File: src/rtl/la_ibuf_filt.sv
// Multi-channel pad input buffer: raw gated pass-through plus a synchronized,
// debounced level with one-cycle rise/fall pulses per channel.
module la_ibuf_filt #(
  parameter int N    = 1,
  parameter int SYNC = 2,
  parameter int FILT = 4,
  parameter     PROP = "DEFAULT"
) (
  input  logic         clk,
  input  logic         reset,
  input  logic [N-1:0] ie,
  input  logic [N-1:0] in,
  output logic [N-1:0] z,
  output logic [N-1:0] zf,
  output logic [N-1:0] rise,
  output logic [N-1:0] fall
);

  localparam int CW = $clog2(FILT + 1);
  localparam logic [CW-1:0] CNT_MAX = CW'(FILT - 1);

  logic [N-1:0] g;

  assign g = in & ie;
  assign z = g;

  for (genvar i = 0; i < N; i++) begin : g_ch
    logic [SYNC-1:0] sync_q;
    logic [CW-1:0]   cnt_q, cnt_d;
    logic            zf_q, zf_d;
    logic            rise_q, rise_d;
    logic            fall_q, fall_d;
    logic            y;
    logic            upd;

    assign y = sync_q[SYNC-1];

    // A differing level must be seen FILT cycles in a row; any match restarts.
    always_comb begin
      cnt_d = cnt_q;
      zf_d  = zf_q;
      upd   = 1'b0;
      if (y == zf_q) begin
        cnt_d = '0;
      end else if (cnt_q == CNT_MAX) begin
        zf_d  = y;
        cnt_d = '0;
        upd   = 1'b1;
      end else begin
        cnt_d = cnt_q + CW'(1);
      end
      rise_d = upd & y;
      fall_d = upd & ~y;
    end

    always_ff @(posedge clk) begin
      if (reset) begin
        sync_q <= '0;
        cnt_q  <= '0;
        zf_q   <= 1'b0;
        rise_q <= 1'b0;
        fall_q <= 1'b0;
      end else begin
        sync_q <= {sync_q[SYNC-2:0], g[i]};
        cnt_q  <= cnt_d;
        zf_q   <= zf_d;
        rise_q <= rise_d;
        fall_q <= fall_d;
      end
    end

    assign zf[i]   = zf_q;
    assign rise[i] = rise_q;
    assign fall[i] = fall_q;
  end

endmodule

File: config.mk
export PLATFORM = sky130hd
export DESIGN_NAME = la_ibuf_filt
export DESIGN_NICKNAME = d
export VERILOG_FILES = /design/src/rtl/la_ibuf_filt.sv
export SDC_FILE = /design/constraint.sdc
export NUM_CORES = 1
export LEC_CHECK = 0
export ABC_AREA = 1
export CAP_MARGIN = 20
export CORE_AREA = 2 2 39 41
export DETAILED_ROUTE_END_ITERATION = 6
export DIE_AREA = 0 0 41 43
export PLACE_DENSITY_LB_ADDON = 0.1
export SYNTH_ARGS = -nofsm -noshare
export SYNTH_HDL_FRONTEND = slang
export SYNTH_SLANG_ARGS = --single-unit
File: constraint.sdc
create_clock -name clk -period 1.03 [get_ports clk]
set_input_delay 0.309 -clock clk [delete_from_list [all_inputs] [get_ports clk]]
set_output_delay 0.309 -clock clk [all_outputs]
set_load 0.01 [all_outputs]
== Yosys cells after proc, flatten, opt, wreduce, memory -nomap -nowiden ==
Cells that the tools add are included.

* Flip-flop bits (word level): 8
* Bits in latches: 0
* Memory bits (writable): 0
* Bits in read-only memories: 0
* Input bits: 4
* Output and inout port bits: 4
* Memories kept: 0

* Add/sub/neg operators: 1
* $mul: 0
* Divide/modulo/power cells: 0
* Magnitude comparators: 0
* Eq/ne operators: 2
* Shift operators: 0
* Multiplexer cells: 2
* Bitwise operators: 5
* Reduce and logical (&&, ||, !) cells: 2

{| class="wikitable"
|+ Operators with widths
! operator !! number
|-
| 3-bit by 1-bit adder with 3-bit output (second input constant) || 1
|-
| 1-bit AND || 3
|-
| 3-bit by 2-bit equality test with 1-bit output (second input constant) || 1
|-
| 3-bit OR reduction || 1
|-
| 1-bit 2-to-1 mux || 2
|-
| 1-bit inverter || 2
|-
| 2-bit AND reduction || 1
|-
| 1-bit equality test || 1
|}

== Depth between registers and ports, before layout ==
Gate-level depths: netlist (run 1).

* Word-level depth: 4
* Gate-level depth with buffers: 5

== Least setup slack after synthesis (run 1) ==
OpenSTA, ideal clock, no wires.

* Path type: register to register
* Start point: reg g_ch[0].cnt_q[0]
* End point: reg g_ch[0].cnt_q[0]
* Setup time: 0.064 ns
* Arrival time: 0.963 ns
* Required time: 0.966 ns
* Path slack: 0.003 ns
* Stages on the path, launching flop included: 6
* Buffers on the path: 0
* Cell sequence: dfxtp_1 ha_1 ha_1 nor2_2 nand3_2 nor2_1

* Cells in the longest elaborated chain, start to end: 2
* Elaborated cells between the ends (all ways): 3

{| class="wikitable"
|+ RTL lines
! what !! RTL line !! source
|-
| start: declaration || 29 || <nowiki>logic [CW-1:0] cnt_q, cnt_d;</nowiki>
|-
| start signal: assignment || 65 || <nowiki>cnt_q <= cnt_d;</nowiki>
|-
| parallel branches: the longest is 2 deep, another holds 3-bit by 1-bit adder with 3-bit output || -- ||
|}

Parallel ways; which one is timed is not known.
A chain may end at the register's enable or synchronous reset.

== Final worst setup path (run 1) ==
* Start point: reg g_ch[0].cnt_q[1]
* End point: reg g_ch[0].zf_q (netlist: zf)

* Cells in the longest elaborated chain, start to end: 2

{| class="wikitable"
|+ RTL lines
! what !! RTL line !! source
|-
| 3-bit by 2-bit equality test with 1-bit output || 45 || <nowiki>end else if (cnt_q == CNT_MAX) begin</nowiki>
|-
| 2-bit AND reduction (no source line) || -- ||
|-
| end signal: assignment || 66 || <nowiki>zf_q <= zf_d;</nowiki>
|-
| end: declaration || 30 || <nowiki>logic zf_q, zf_d;</nowiki>
|}

No other way between the ends.

==> results of run 1 <==
==> flip-flops by register name, summed over array words and instances, names as in the netlist <==
name,count
g_ch.sync_q,2
g_ch.cnt_q,3
rise,1
fall,1
zf,1
==> cells by family after synthesis <==
logic type | synth area share [%]
flops | 54.9
simple gates | 26.2
buf+inv | 10.3
fa+ha+maj | 8.58
==> cell type report <==
type,count,area share [%]
sequential,8,35.1
multi-input combinational,18,28.2
timing repair buffer,14,21.2
inverter,8,6.43
clock buffer,3,4.83
tap,16,4.29
==> metal layers <==
metal / vias to the layer above / GRT usage, % / share of wire (%)
li1: 137 / - / -
met1: 119 / 8.17 / 35
met2: 7 / 11.9 / 56
met3: 2 / 3.14 / 7.2
met4: 0 / 8.00 / 0.72
met5: - / 0 / 0
==> what timing repair did <==
action / CTS / global route
setup endpoints to repair: 7 / 5
endpoints found under the hold margin: 0 / 0
pin swaps: 5 / 5
resized for setup: 28 / 3
setup buffers: 3 / 1
==> synth_stat cells (all sizes together) <==
master | n | area (um^2)
dfxtp | 8 | 160
ha | 2 | 25.0
inv | 8 | 30.0
nand2 | 5 | 21.3
nand3 | 3 | 20.0
nand4 | 1 | 6.26
nor2 | 7 | 28.8
==> tightest hold or removal path, stage by stage (launching register included) <==
cell,delay (ns)
sky130_fd_sc_hd__dfxtp_1,0.29
sky130_fd_sc_hd__inv_1,0.04
sky130_fd_sc_hd__nor2_1,0.03
==> worst max-delay path by stage <==
stage          slack [ns]                     endpoint                   startpoint
6_report             0.03              zf$_SDFFE_PP0P_  g_ch[0].cnt_q[1]$_SDFF_PP0_
2_1_floorplan       0.003  g_ch[0].cnt_q[0]$_SDFF_PP0_  g_ch[0].cnt_q[0]$_SDFF_PP0_
3_3_place_gp        -0.67                            z                           in
3_5_place_dp        -0.68                            z                           in
4_1_cts             0.007  g_ch[0].cnt_q[1]$_SDFF_PP0_  g_ch[0].cnt_q[0]$_SDFF_PP0_
5_1_grt             -0.02  g_ch[0].cnt_q[0]$_SDFF_PP0_  g_ch[0].cnt_q[0]$_SDFF_PP0_
==> report_power, final <==
part	switching (mW)	internal, mW
Sequential	0.00197	0.313
Combinational	0.0154	0.0243
Clock	0.100	0.133
==> impl_summary.md, run 1 <==
Yosys
The count of unique library cells instantiated by Yosys is 11. The synthesized netlist occupies a cell area of 292 um^2. The Yosys step of the flow raised 0 warnings. The average cell area after synthesis is 8.57 um^2.

Synthesis inferred 8 register bits. The synthesized net count is 40. In the synthesized netlist, the number of instances is 34. The sequential element share of the synthesized area is 54.9%.

Floorplan
The die area is 0.00176 mm^2. From left edge to right edge, the die measures 41 um. Row generation in the floorplan step produced 14 rows. For this design the top-level I/O count stands at 8.

The starting density of the core is 21.1%. After floorplanning, the core was sized to cover 0.00138 mm^2. The height of the die is 43 um.

Finish
In the final layout, the multi-input gates occupy 131 um^2. The antenna diode count is 0. Compared with the post-synthesis result, the final layout area differs by 60.1%. The post-route non-filler standard cell count is 67. The fraction of final layout cells sized beyond drive strength 1 is 51.0%. The summed area of non-filler cells in the final layout is 467 um^2. In the layout the commonest cells are 7 x sky130_fd_sc_hd__buf_4, 6 x sky130_fd_sc_hd__inv_1, 6 x sky130_fd_sc_hd__nor2_1, 5 x sky130_fd_sc_hd__dfxtp_1, 4 x sky130_fd_sc_hd__nand2_1.

The fraction of the core area covered by cells at the end of the flow is 33.7%. The final net count is 59. Summing all flip-flop and latch instances after layout gives 164 um^2. The number of fillers in the final layout is 157. The library cell used most frequently in the layout, excluding fill and tap cells, is sky130_fd_sc_hd__buf_4.

Worst hold path
The start point of the worst hold path is g_ch[0].sync_q[0]$_SDFF_PP0_. Along the worst hold path, the cell count comes to 2. In this run the worst hold path is classified as reg2reg. The path with the worst hold slack has its endpoint at g_ch[0].sync_q[1]$_SDFF_PP0_.

STA
The smallest clock period supported by the final layout is computed as 1.00 ns. The number of hold violations in the final report is 0. Setup repair after global routing could not meet its margin everywhere. The post-route worst hold slack is 0.406 ns. The slew at the pin with the worst max-slew slack is 0.167 ns. Once routing completed, OpenROAD measured the worst setup slack at 0.0292 ns. The setup total negative slack is 0 ns. The number of pins with negative max-slew slack in the final report was 0.

The final critical path takes up 97.2% of the cycle. Setup violations remaining at the end of the flow were counted as 0. The clock arrives with 0.00541 ns of skew.

Static timing analysis puts the maximum clock frequency at 999 MHz. The normalized max-slew margin is 88.8%.

CTS
The maximum buffer depth of the clock tree is 2. The clock tree from TritonCTS is done. The number of levels the H-tree was split into is 1. The number of buffers added to fix hold violations after cts is 0.

The clock network latency to the later pin of the worst-skew pair is 0.25 ns. The clock root buffer master is sky130_fd_sc_hd__clkbuf_4. The TritonCTS sink count is 8. After clock tree synthesis, the clock-pin slew on the worst setup and hold paths is 0.06 ns. The clock buffer count from CTS is 3.

Routing
For this run, the detailed router's first-pass iteration total came to 1. The number of design rule violations left after detail routing is 0. After detailed routing, the total wire length is 558 um. The routed layout has 265 vias.

The detailed router finished its first iteration with 0 violations. The residual antenna-violating net count after detailed routing is 0. Dividing the detail-routed wire length by the instance count gives 8.33 um. In the routed layout, each cell is associated on average with a via count of 3.96.

Outcome
The flow ran to the end, and the final reports show no timing, DRC or antenna violations.

Place
The placed cell area is 404 um^2. The last weighted congestion value of the routability-driven placer is 0.668. The count of placed standard cells including taps is 60. After legalization and detailed placement, the total HPWL measured 401 um. In this run the tool buffered the top-level ports with 7 buffer cells. The pre-CTS setup slack is -0.682 ns.

GRT
The first global-routing pass estimated 910 um of wire. The number of antenna violations at the first check in global routing came to 0. The via count of the first global-routing pass is 261. Across every metal layer, demand over resource in global routing totals 8.17%. Entering global routing, the biggest net connects 5 pins. Summed over all layers, the global routing overflow is 0.

Worst setup path
The arrival time of the worst setup path is 1.19 ns. Along the worst path, the maximum fanout reaches 3. The critical register-to-register path endpoint is zf$_SDFFE_PP0P_. Traced cell by cell, the critical path runs through ha_4, ha_4, buf_4, nand2_1, nand3_1, nand2_1. The family with the most delay on the worst path is flip-flops. The largest single stage delay on the critical path is 0.33 ns.

The count of cell instances traversed by the critical path is 6. Counting both buffers and inverters, the worst setup path holds a total of 1. The worst setup path is launched from a flop. The depth of the most critical reg-to-reg path is 6. STA classifies the critical path endpoint as a flop. The beginning of the worst register-to-register path is g_ch[0].cnt_q[1]$_SDFF_PP0_. The critical path is of the reg2reg type. The setup check on the worst reg-to-reg path leaves a slack of 0.03 ns. The standard cell with the maximum stage delay on the critical path is sky130_fd_sc_hd__dfxtp_2.

The endpoint required time on the critical path is 1.22 ns.

Power
The maximum vdd ir drop is 0.000486 V. Total power for the finished layout comes to 0.588 mW. The static leakage power is 0.223 nW. In this run the power density over the cells is 1260 mW/mm^2.

Run
The max-cap violation count is 0.
Power figures use the tool's default switching activity.
==> run 2, diff against run 1 <==
- clock period: 1.03 -> 0.8 ns (I/O delays scaled with it)
==> impl_summary.md, run 2 (synthesis gave the netlist of run 1 again) <==
Outcome
The run finished, with violations left. The checks that failed: negative setup slack.

STA
The slew at the pin with the worst max-slew slack is 0.201 ns (+0.0336 ns). Setup repair after global routing could not meet its margin everywhere. The number of hold violations in the final report is 0 (unchanged).

The normalized max-slew margin came to 86.6% (-2.2 points). The slack of the critical path is -0.173 ns (-0.202 ns). The final critical delay including setup and external delays is 0.973 ns (-0.0281 ns). The post-route clock period utilization is 122% (+24 points). The number of pins with negative max-slew slack in the final report is 0 (unchanged). The number of endpoints failing setup at the final stage came to 9 (+9).

The final setup skew is 0.00418 ns (-0.00123 ns). The post-route worst hold slack is 0.225 ns (-0.181 ns). The maximum achievable frequency is 1030 MHz (+2.9%).

Place
The pre-CTS setup slack was -0.764 ns (-0.0824 ns). The HPWL after detailed placement came to 368 um (-8.2%). The port buffer count is 7 (unchanged).

The last weighted congestion value of the routability-driven placer is 0.583 (-13%).

Routing
The residual antenna-violating net count after detailed routing is 0 (unchanged). The detailed-route vias per instance was 3.79 (-4.2%). The detailed-routing iteration count for the pre-antenna-repair pass came to 2 (+1). The total via count after detailed routing came to 235 (-11%). The total detailed-routing wirelength was 478 um (-14%).

The mean routed wirelength per cell came to 7.71 um (-7.4%). The number of design rule violations left after detail routing was 0 (unchanged). The number of DRC markers in iteration 0 is 1 (+1).

Worst setup path
The critical-path maximum fanout was 4 (+1). The endpoint required time on the critical path is 0.98 ns (-0.24 ns). The arrival time of the worst setup path is 1.15 ns (-0.04 ns). The stage delay of the slowest cell on the critical path came to 0.33 ns (about the same). STA classifies the critical path endpoint as a flop. The buffering stage count on the worst path with inverters included came to 0 (-1). Among all stages on the critical path, the largest delay is contributed by sky130_fd_sc_hd__dfxtp_2.

The setup path with the least slack is of type reg2reg. Grouping stages by cell kind, the critical path spends the most delay in flip-flops. The critical path goes through ha_4, ha_4, nor2_4, nand3_2, nor2_1. The startpoint class of the critical path is a flop. The most common cell type on the critical path is sky130_fd_sc_hd__ha_4.

GRT
The via count of the first global-routing pass is 204 (-22%). The wire length of the first global-routing pass is 821 um (-9.8%). The sum of overflow across all layers after global routing is 0 (unchanged). The number of antenna violations at the first check in global routing is 0 (unchanged). The pin count of the biggest net entering global routing is 5 (unchanged).

The aggregate global-route resource usage is 7.76% (-0.41 points).

CTS
The clock buffer count from CTS was 3 (unchanged). TritonCTS built the clock tree. The count of buffers added by post-CTS timing repair for setup is 0 (-3). The TritonCTS sink count is 8 (unchanged). The clock network latency to the later pin of the worst-skew pair came to 0.25 ns (about the same). The clock-pin slew on the worst setup and hold paths came to 0.05 ns (about the same).

The number of levels the H-tree was split into is 1 (unchanged). The maximum buffer depth of the clock tree is 2 (unchanged). The clock root buffer master is sky130_fd_sc_hd__clkbuf_4.

Floorplan
The width of the die came to 41 um (unchanged). The I/O pin count was 8 (unchanged). The cell row count came to 14 (unchanged). The starting density of the core is 21.1% (unchanged). The height of the die came to 43 um (unchanged). The die area was 0.00176 mm^2 (unchanged). The core area is 0.00138 mm^2 (unchanged).

Finish
The fraction of the core area covered by cells at the end of the flow is 32.5% (-1.3 points). The area taken by multi-input logic gates came to 134 um^2 (+1.9%). g_ch.cnt_q holds more flip-flops than any other register.

The most common cell after layout, fill and taps aside is sky130_fd_sc_hd__nor2_1. The fraction of final layout cells sized beyond drive strength 1 was 50.0% (-0.98 points). The largest registers in the layout are g_ch.cnt_q: 3 flops, g_ch.sync_q: 2 flops. The number of flip-flops under the largest register name is 3 (unchanged). The area occupied by registers is 164 um^2 (unchanged). The number of fillers in the final layout is 148 (-5.7%). The area growth from synthesis to layout is 54.1%. In the layout the commonest cells are 6 x sky130_fd_sc_hd__nor2_1, 5 x sky130_fd_sc_hd__inv_1, 5 x sky130_fd_sc_hd__dfxtp_1, 4 x sky130_fd_sc_hd__buf_6. The final net count was 54 (-8.5%). The antenna diode count is 0 (unchanged).

Worst hold path
The path class of the tightest hold or removal check is in2reg.

Power
The power density normalized to cell area came to 1660 mW/mm^2 (+32%). The static leakage power is 0.206 nW (-7.6%). The maximum vdd ir drop is 0.000922 V (+90%).

Run
The max-cap violation count is 0 (unchanged).
-- run 2: cell count changes in the layout (fill, tap and decap cells not counted), sizes merged --
cell / delta
clkdlybuf4s50: -1
clkbuf: -2
buf: -3
dlygate4sd2: +1
-- run 2: worst paths after layout --
check,start,end,slack [ns],depth (start not counted)
hold reg to reg,g_ch[0].sync_q[0]$_SDFF_PP0_,g_ch[0].sync_q[1]$_SDFF_PP0_,0.40,2
setup / recovery,g_ch[0].cnt_q[0]$_SDFF_PP0_,g_ch[0].cnt_q[0]$_SDFF_PP0_,-0.17,5
setup reg to reg,g_ch[0].cnt_q[0]$_SDFF_PP0_,g_ch[0].cnt_q[0]$_SDFF_PP0_,-0.17,5
hold / removal,ie,g_ch[0].sync_q[0]$_SDFF_PP0_,0.23,3
-- run 2: power by group --
group	leakage, nW	total, mW	internal (mW)	switching, mW
Sequential	0.0662	0.406	0.403	0.00251
Clock	0.0138	0.294	0.171	0.123
Combinational	0.126	0.0459	0.0269	0.0191
-- run 2: area by class of cell --
class	count	area share (%)
flip-flops and latches	8	36.5
multi-input cells	18	29.8
repair buffers	9	17.5
inverters	8	6.69
clock buffers	3	5.01
well taps	16	4.46
-- run 2: tightest hold or removal path, stage by stage --
cell,delay [ns]
sky130_fd_sc_hd__buf_6,0.07
sky130_fd_sc_hd__nand2_2,0.04
sky130_fd_sc_hd__nor2_1,0.08
-- run 2: metal layers --
layer | track usage (%) | part of all wire (%) | up-vias
met5 | 0 | 0 | -
met1 | 7.49 | 41 | 101
met4 | 2.00 | 0 | 0
met3 | 9.42 | 7.5 | 0
met2 | 10.3 | 51 | 7
li1 | - | - | 127
-- run 2: repair_timing --
action,CTS,global route
setup endpoints to repair,10,10
hold buffers,0,0
endpoints found under the hold margin,0,0
pin swaps,3,2
resized for setup,27,4
-- run 2: stage by stage --
step | total power [mW] | cell area (um^2) | cells | setup TNS (ns)
after global placement | 0.454 | 424 | 59 | -3.77
after floorplan | 0.428 | 319 | 34 | -0.481
after detailed placement | 0.456 | 424 | 59 | -3.78
after CTS | 0.760 | 430 | 62 | -1.22
after global routing | 0.803 | 449 | 62 | -1.52
final | 0.746 | 449 | 62 | -1.10
